### config.mk
export PLATFORM = sky130hd
export DESIGN_NAME = base_skid_stage
export DESIGN_NICKNAME = d
export VERILOG_FILES = /design/src/rtl/base_skid_stage.sv
export SDC_FILE = /design/constraint.sdc
export NUM_CORES = 1
export LEC_CHECK = 0
export BUFFER_PORTS_ARGS = -buffer_cell sky130_fd_sc_hd__buf_2
export CAP_MARGIN = 40
export CORE_AREA = 2 2 39 41
export CTS_CLUSTER_SIZE = 10
export DETAILED_ROUTE_END_ITERATION = 7
export DIE_AREA = 0 0 41 43
export PLACE_DENSITY = 0.52
export SLEW_MARGIN = 5
export SYNTH_ARGS = -nofsm -noshare
export SYNTH_HDL_FRONTEND = slang
export SYNTH_SLANG_ARGS = --single-unit
### constraint.sdc
create_clock -name clk -period 1.6 [get_ports clk]
set_input_delay 0.16 -clock clk [delete_from_list [all_inputs] [get_ports clk]]
set_output_delay 0.16 -clock clk [all_outputs]
set_load 0.005 [all_outputs]
### src/rtl/base_skid_stage.sv
// Two-entry valid/ready skid stage: registered upstream ready, direct-enable main register,
// one-beat skid register that absorbs the in-flight beat when downstream stalls.
module base_skid_stage #(
    parameter int                 width = 1,
    parameter logic [0:width-1]   rstv  = '0
) (
    input  logic               clk,
    input  logic               reset,
    input  logic               i_v,
    output logic               i_r,
    input  logic [0:width-1]   i_d,
    output logic               o_v,
    input  logic               o_r,
    output logic [0:width-1]   o_d,
    output logic [0:1]         o_occ
);

    typedef enum logic [1:0] {
        EMPTY = 2'd0,
        ONE   = 2'd1,
        TWO   = 2'd2
    } state_t;

    state_t             state;
    state_t             next_state;
    logic               ready_q;
    logic               accept;
    logic               take;
    logic               main_load;
    logic               skid_load;
    logic [0:width-1]   main_next;
    logic [0:width-1]   main_q;
    logic [0:width-1]   skid_q;

    assign accept = i_v & ready_q;
    assign take   = o_v & o_r;
    assign i_r    = ready_q;
    assign o_d    = main_q;

    // Ready is a flop driven from next_state so o_r never reaches i_r combinationally.
    always_ff @(posedge clk) begin
        if (reset) begin
            state   <= EMPTY;
            ready_q <= 1'b0;
        end else begin
            state   <= next_state;
            ready_q <= (next_state != TWO);
        end
    end

    always_comb begin
        next_state = state;
        case (state)
            EMPTY: begin
                if (accept) next_state = ONE;
            end
            ONE: begin
                if (accept && !take)      next_state = TWO;
                else if (!accept && take) next_state = EMPTY;
            end
            TWO: begin
                if (take) next_state = ONE;
            end
            default: next_state = EMPTY;
        endcase
    end

    always_comb begin
        o_v   = 1'b0;
        o_occ = 2'd0;
        case (state)
            ONE: begin
                o_v   = 1'b1;
                o_occ = 2'd1;
            end
            TWO: begin
                o_v   = 1'b1;
                o_occ = 2'd2;
            end
            default: begin
                o_v   = 1'b0;
                o_occ = 2'd0;
            end
        endcase
    end

    // Main loads from input on accept into an empty/draining stage, or from skid when TWO drains.
    always_comb begin
        main_load = 1'b0;
        skid_load = 1'b0;
        main_next = i_d;
        case (state)
            EMPTY: main_load = accept;
            ONE: begin
                main_load = accept & take;
                skid_load = accept & ~take;
            end
            TWO: begin
                main_load = take;
                main_next = skid_q;
            end
            default: begin
                main_load = 1'b0;
                skid_load = 1'b0;
            end
        endcase
    end

    always_ff @(posedge clk) begin
        if (reset) begin
            main_q <= rstv;
            skid_q <= rstv;
        end else begin
            if (main_load) main_q <= main_next;
            if (skid_load) skid_q <= i_d;
        end
    end

endmodule

==> results.cfg, run 1 <==
[clock_tree]
cts_tree = yes
cts_made_buffers = 3
clk_transition_reported_paths_ps = 40
clock_sinks = 5
clk_latency_ps = 240
root_buffer = clkbuf_4
htreeDepth = 1
cts_buffer_depth = 2
cts_hold_buf = 0

[cells_and_area]
num-fill-cells = 153
multi_input_area_sq_um = 230
diodes = 0
areaGrowthSynthToFinish_pct = 40.0
final_nets = 65
drive_gt1_share_pct = 33.3
register_area_sq_um = 100

[die]
die-area_sq_um = 1760
core_area_sq_um = 1380
initial_core_util_pct = 23.5
rows = 14
ios = 10
die_h_um = 43
die_w_um = 41

[min_path]
hp-class = in2reg

[worst_setup_path]
path_class = reg2reg
cp.required_ps = 1780
rrSetupSlack_ps = 90
slowest_delay_ps = 380
endpoint_kind = flip-flop
critPathSlowestCell = or3_1
critPathLaunchType = flip-flop
path_cells = inv_1, ha_4, a31oi_1, a2bb2oi_1, or3_1, a21oi_2
arrival_ps = 1680
path_max_fanout = 4

[place]
post-dp-hpwl_um = 537
io_buffers = 9
gp_congestion = 0.674

[sta]
rsz0062_at_grt = no
hold_viol = 0
slew_viol_final = 0
finalCriticalPeriod_ps = 1510
setup_viol = 0
fin_crit_sh_pct = 94.2
slew_headroom_pct = 83.7
fin_tns_setup_ps = 0
fmax_ghz = 0.663
tightest_slew_ps = 243
skew_ps = 0.513

[yosys]
syn_inst = 38
synth_cell_type_count = 18
netlist_area_sq_um = 325
synth.net_count = 48
ys_ff_latch = 5
ys_warn_count = 0
ys_seq_area_share_pct = 30.8
syn_area_per_cell_sq_um = 8.56

[pwr]
p_per_area_nw_per_um2 = 845
ir_worst_vdd_uv = 426
report.power.total_mw = 0.385
leakage_nw = 0.208

[status]
status = finished clean

[detailed_routing]
vias_per_cell = 4.71
drt_iter0_drc = 1
final_antenna_net_count = 0
drc = 0
wl_per_cell_um = 9.76
dr.pass1.iters = 2
vias = 330
wirelength_um = 683

[job]
drv_cap = 0

[global_routing]
grt_start_max_net_pins = 6
grt_use_total_pct = 8.75
grt_pass1_wl_um = 1010
grt_pass1_vias = 262
antenna_found_initial = 0
overflow = 0
-- cell usage after synthesis --
master	number	area share, %
and2_1	1	1.9
dfxtp_1	5	31
nor3_1	1	1.5
xnor2_1	1	2.7
nor3b_1	1	2.3
a31oi_1	3	5.8
nand2_1	3	3.5
nor2_1	2	2.3
a2bb2oi_1	1	2.7
o221ai_1	1	2.7
o21ai_0	2	3.1
or3_1	1	1.9
mux2i_1	2	6.2
ha_1	5	19
a22oi_1	1	2.3
a21oi_1	1	1.5
inv_1	3	3.5
nand3_1	4	6.2
-- power by group --
group / leakage, nW / total, mW / internal [mW] / switching, mW
Sequential: 0.0410 / 0.138 / 0.133 / 0.00461
Clock: 0.0150 / 0.144 / 0.0941 / 0.0494
Combinational: 0.152 / 0.104 / 0.0519 / 0.0516
-- cell usage in the layout (no fill, tap or decap) --
cell type | netlist | final
mux2i_1 | 2 | 2
inv_1 | 3 | 2
o221ai_1 | 1 | 1
nand3_1 | 4 | 4
nor3_1 | 1 | 1
and2_1 | 1 | 1
a21oi_2 | 0 | 1
or3_1 | 1 | 1
clkbuf_4 | 0 | 3
clkbuf_1 | 0 | 1
xnor2_1 | 1 | 1
dfxtp_1 | 5 | 5
nor3b_1 | 1 | 1
ha_1 | 5 | 4
nand2_1 | 3 | 3
a31oi_1 | 3 | 3
inv_2 | 0 | 1
ha_4 | 0 | 1
o21ai_0 | 2 | 2
buf_2 | 0 | 9
buf_4 | 0 | 3
nor2_1 | 2 | 2
a2bb2oi_1 | 1 | 1
a22oi_1 | 1 | 1
-- worst paths after layout --
check                 startpoint               end  cells past startpoint
min reg2reg     o_d$_SDFFE_PP0P_  o_d$_SDFFE_PP0P_                      2
max reg2reg  state[1]$_SDFF_PP0_  o_d$_SDFFE_PP0P_                      6
min                        reset  o_d$_SDFFE_PP0P_                      2
max          state[1]$_SDFF_PP0_  o_d$_SDFFE_PP0P_                      6
-- final cells by class --
class | count | share of cell area, %
clock buffers | 4 | 5.77
flip-flops and latches | 5 | 22.0
well taps | 16 | 4.40
repair buffers | 12 | 14.8
multi-input cells | 30 | 50.5
inverters | 3 | 2.47
-- metal layers --
metal  vias up  wire [um]  global-route usage (%)
met2        10        286                    11.3
li1        169          -                       -
met4         0         12                    8.00
met3         2         45                    3.66
met5         -          0                       0
met1       149        339                    10.4
-- sequential cells by signal (all words and copies together), names as in the netlist --
name	cells
i_r	1
o_d	1
skid_q	1
state	2
-- stage by stage --
step / worst slack, ps / utilization [%] / hold WS (ps) / cells / instance area [sq um]
final: 92.6 / 32.9 / 142 / 70 / 455
after global routing: 17.0 / 32.9 / 149 / 70 / 455
after CTS: 48.0 / 31.7 / 137 / 70 / 439
after detailed placement: 80.7 / 29.8 / 389 / 66 / 413
after global placement: 104 / 29.8 / 383 / 66 / 413
after floorplan: 76.0 / - / 229 / 38 / 325
-- critical path, delay by kind of cell, from the launching register on --
kind	cells	cell delay, ps
AO/OA/AOI/OAI	3	370
adder cells (fa/ha/maj)	1	290
buffers and inverters	1	90
flip-flops	1	320
AND/OR/NAND/NOR	1	380
-- logic make-up (layout without fill, tap and decap cells) --
logic type,after synthesis,after routing,synth area share (%)
xor+xnor,1,1,2.69
mux,2,2,6.15
flops,5,5,30.8
fa+ha+maj,5,5,19.2
compound gates,9,9,18.1
simple gates,13,13,19.6
buf+inv,3,19,3.46
-- repair_timing --
action | 4_1_cts | 5_1_grt
setup endpoints to repair | 0 | 2
gates resized for setup | 0 | 3
buffers inserted | 0 | 0
Note: power is estimated with default switching activity, not from simulation.
==> inputs of run 2 (changes only) <==
Clock period 1.6 ns to 1.3 ns, I/O delays scaled along.
==> results.cfg, run 2 (synthesis gave the netlist of run 1 again) <==
[sta]
fin_crit_sh_pct = 112
hold_viol = 0
slew_headroom_pct = 86.5
fin_tns_setup_ps = -210
fmax_ghz = 0.689
tightest_slew_ps = 201
holdWs_ps = 106
fin_ws_ps = -151
finalCriticalPeriod_ps = 1450
setup_viol = 3
skew_ps = 1.96
slew_viol_final = 0
rsz0062_at_grt = yes

[global_routing]
grt_pass1_wl_um = 1160
grt_use_total_pct = 9.95
grt_pass1_vias = 315
grt_start_max_net_pins = 6
overflow = 0
antenna_found_initial = 0

[clock_tree]
cts_hold_buf = 0
clk_latency_ps = 240
cts_tree = yes
root_buffer = clkbuf_4
clock_sinks = 5
cts_buffer_depth = 2
clk_transition_reported_paths_ps = 40
htreeDepth = 1
cts_made_buffers = 3

[place]
gp_congestion = 0.674
place_inst = 70
io_buffers = 9
post-dp-hpwl_um = 567

[detailed_routing]
wirelength_um = 729
drc = 0
routed-wl-met2_um = 341
final_antenna_net_count = 0
wl_per_cell_um = 9.72
met3WireLength_um = 31
vias_per_cell = 4.61
wl_met1_um = 346
vias = 346
drt_iter0_drc = 2
top_layer = met4
dr.pass1.iters = 3

[worst_setup_path]
r2r_end = o_d$_SDFFE_PP0P_
path_class = reg2reg
rrSetupSlack_ps = -150
critPathLaunchType = flip-flop
cp.required_ps = 1470
endpoint_kind = flip-flop
path_max_fanout = 4
r2r-start = state[1]$_SDFF_PP0_
arrival_ps = 1620
slowest_delay_ps = 340
ff2ff_path_depth = 6
path_cells = inv_2, ha_4, a31oi_1, a2bb2oi_1, or3_1, a21oi_2
critPathSlowestCell = dfxtp_2
worstSetupStartpoint = state[1]$_SDFF_PP0_

[cells_and_area]
num-fill-cells = 143
top_register = state
diodes = 0
utilization_pct = 39.1
stdcell_count = 75
final_common_cell = buf_2
drive_gt1_share_pct = 55.9
register_area_sq_um = 103
final_cell_mix = buf_2, buf_4
final_nets = 70
areaGrowthSynthToFinish_pct = 66.2
largest_register_ffs = 2
multi_input_area_sq_um = 275

[pwr]
leakage_nw = 0.243
ir_worst_vdd_uv = 519
report.power.total_mw = 0.506
p_per_area_nw_per_um2 = 935

[die]
rows = 14
die-area_sq_um = 1760
core_area_sq_um = 1380
ios = 10
die_h_um = 43
die_w_um = 41
initial_core_util_pct = 23.5

[min_path]
worstHoldPathCells = 2
hp-class = in2reg
hold_end = o_d$_SDFFE_PP0P_
min_from = reset

[status]
violations = setup timing
status = complete, but fails checks

[job]
drv_cap = 0
## run 2: cell type report
class / count / area share, %
clock buffer: 4 / 4.86
timing repair buffer: 17 / 19.4
multi-input combinational: 30 / 50.9
inverter: 3 / 2.08
sequential: 5 / 19.0
tap: 16 / 3.70
## run 2: per-stage QoR
stage,worst slack [ps],cell area (sq um)
3_5_place_dp,-141,460
5_1_grt,-213,541
2_1_floorplan,-53.4,343
3_3_place_gp,-127,460
4_1_cts,-147,503
6_report,-151,541
## run 2: timing repair
action | 4_1_cts | 5_1_grt
gates resized for setup | 2 | 7
pin swaps | 2 | 2
setup endpoints to repair | 4 | 5
setup buffers | 1 | 0
## run 2: critical path, delay by kind of cell, from the launching register on
family,cells,cell delay (ps)
fa+ha+maj,1,280
buf+inv,1,60
compound gates,3,370
flops,1,340
simple gates,1,340
## run 2: layer usage
metal	track usage, %	up-vias
met2	13.1	8
met1	12.6	157
li1	-	179
met5	0	-
met3	1.57	2
met4	10.0	0
## run 2: how the worst max path moves through the flow
stage | end | slack (ps)
floorplan | o_d$_SDFFE_PP0P_ | -50
global placement | o_d$_SDFFE_PP0P_ | -130
detailed placement | o_d$_SDFFE_PP0P_ | -140
CTS | o_d$_SDFFE_PP0P_ | -150
global route | o_d$_SDFFE_PP0P_ | -210
finish | o_d$_SDFFE_PP0P_ | -150
## run 2: report_power, final
| part | switching, mW | internal [mW] |
|---|---|---|
| clock | 0.0575 | 0.116 |
| combinational | 0.0774 | 0.0834 |
| sequential | 0.00654 | 0.165 |
| total | 0.141 | 0.364 |
==> inputs of run 3 (changes only) <==
Settings changed: ABC_AREA from default to 1, CTS_CLUSTER_DIAMETER from default to 120, HOLD_SLACK_MARGIN from default to 0.15, PLACE_DENSITY 0.52 to 0.53.
==> results.cfg, run 3 <==
[status]
status = finished clean

[cells_and_area]
areaGrowthSynthToFinish_pct = 54.4
drive_gt1_share_pct = 38.2
largest_register_ffs = 2
top_register = state
final_nets = 79
utilization_pct = 37.7
final_cell_mix = nand2_1, buf_2, inv_1
stdcell_area_sq_um = 522
stdcell_count = 84
diodes = 0
final_common_cell = nand2_1

[global_routing]
grt_pass1_vias = 303
antenna_found_initial = 0
grt_use_total_pct = 10.1
overflow = 0
grt_start_max_net_pins = 7
grt_pass1_wl_um = 1140

[worst_setup_path]
arrival_ps = 1410
path_max_fanout = 5
cp.required_ps = 1430
endpoint_kind = flip-flop
path_class = reg2reg
rrSetupSlack_ps = 20
critPathLaunchType = flip-flop
r2r-start = state[0]$_SDFF_PP0_
r2r_end = o_d$_SDFFE_PP0P_
ff2ff_path_depth = 7

[place]
pre_cts_ws_ps = -88.8
gp_congestion = 0.720
placed_cell_area_sq_um = 445
place_inst = 79
post-dp-hpwl_um = 619
io_buffers = 9

[die]
ios = 10
initial_core_util_pct = 24.4
core_area_sq_um = 1380
die_h_um = 43
die-area_sq_um = 1760
die_w_um = 41
rows = 14

[pwr]
leakage_nw = 0.274
report.power.total_mw = 0.581
p_per_area_nw_per_um2 = 1110
ir_worst_vdd_uv = 414

[yosys]
ys_warn_count = 0
yosys.area.top_type = dfxtp_1
syn_inst = 50
yosysMostFrequentCell = nand2_1
ys_ff_latch = 5
synth.net_count = 60
ys.flop_type = dfxtp_1
synth.top_cell.area_share_pct = 29.6
synthTopCellsByArea = dfxtp_1, ha_1, nand2_1, inv_1, nand3_1
synthArstFlopShare_pct = 0
netlist_area_sq_um = 338
synth_cell_type_count = 12
syn_area_per_cell_sq_um = 6.76
ys_top_cells_by_count = nand2_1, inv_1, dfxtp_1, ha_1, nand3_1
ys_seq_area_share_pct = 29.6
synth-edff-count = 0

[sta]
finalCriticalPeriod_ps = 1280
setup_viol = 0
tightest_slew_ps = 235
slew_viol_final = 0
fmax_ghz = 0.781
hold_viol = 0
skew_ps = 5.01
rsz0062_at_grt = yes
fin_ws_ps = 19.2
fin_crit_sh_pct = 98.5
slew_headroom_pct = 84.3

[clock_tree]
clk_latency_ps = 240
cts_buffer_depth = 2
clk_transition_reported_paths_ps = 40
cts_tree = yes
htreeDepth = 1
clock_sinks = 5
cts_made_buffers = 3
post_cts_buffers = 0
root_buffer = clkbuf_4

[detailed_routing]
vias_per_cell = 4.30
final_antenna_net_count = 0
vias = 361
drc = 0
drt_iter0_drc = 2
dr.pass1.iters = 2
wirelength_um = 750
wl_per_cell_um = 8.93

[job]
drv_cap = 0

[min_path]
min_from = i_d
hold_end = skid_q$_SDFFE_PP0P_
hp-class = in2reg
worstHoldPathCells = 3
[run 3: cell types whose count changed in the layout (fill, tap and decap cells not counted), sizes merged, moves of 2 or more]
| cell | previous run | this run |
|---|---|---|
| mux2i | 2 | 0 |
| nand2 | 3 | 16 |
| inv | 3 | 8 |
| a31oi | 3 | 0 |
| buf | 17 | 13 |
| o21ai | 2 | 4 |
[run 3: metrics by stage]
step | setup TNS [ps] | hold WS, ps
global placement | -239 | 312
CTS | 0 | 181
global route | -168 | 206
finish | 0 | 182
detailed placement | -246 | 311
floorplan | 0 | 202
[run 3: how the worst max path moves through the flow]
stage	start	to	slack, ps	depth (start not counted)
after floorplan	state[1]$_SDFF_PP0_	o_d$_SDFFE_PP0P_	9	7
after global placement	state[0]$_SDFF_PP0_	o_d$_SDFFE_PP0P_	-90	7
after detailed placement	state[0]$_SDFF_PP0_	o_d$_SDFFE_PP0P_	-90	7
after CTS	state[0]$_SDFF_PP0_	o_d$_SDFFE_PP0P_	10	7
after global routing	state[0]$_SDFF_PP0_	o_d$_SDFFE_PP0P_	-70	7
final	state[0]$_SDFF_PP0_	o_d$_SDFFE_PP0P_	20	7
[run 3: what timing repair did]
action | 4_1_cts | 5_1_grt
hold endpoints to repair | 1 | 0
resized for setup | 7 | 6
endpoints found under the setup margin | 4 | 4
pin swaps | 2 | 1
hold buffers | 1 | 0
[run 3: metal layers]
metal,part of all wire (%),GRT usage [%]
met5,0,0
met3,4.0,4.71
met4,0,8.00
met2,49,14.1
met1,47,11.0
[run 3: cell families (layout without fill, tap and decap cells)]
group           count (synthesis)  count (layout)  share of synthesized area (%)
fa+ha+maj                       5               5                           18.5
flops                           5               5                           29.6
buf+inv                         8              26                           8.89
compound gates                  7               7                           11.1
simple gates                   25              25                           31.9
[run 3: cell type report]
cell class	count	area, sq um
fillers	152	862
repair buffers	14	85.1
inverters	8	32.5
multi-input cells	37	253
well taps	16	20.0
flip-flops and latches	5	105
clock buffers	4	26.3
[run 3: where the power goes]
| group | total, mW | internal, mW | switching (mW) |
|---|---|---|---|
| registers | 0.193 | 0.175 | 0.0178 |
| logic | 0.214 | 0.107 | 0.107 |
| clock network | 0.174 | 0.116 | 0.0583 |
[run 3: critical path, stage by stage (launching register included)]
cell      delay [ps]
dfxtp_4          360
inv_4             50
ha_4             270
nand2_4           60
o211ai_1         230
nand3_1          110
nand2_1           70
nor2_1            40
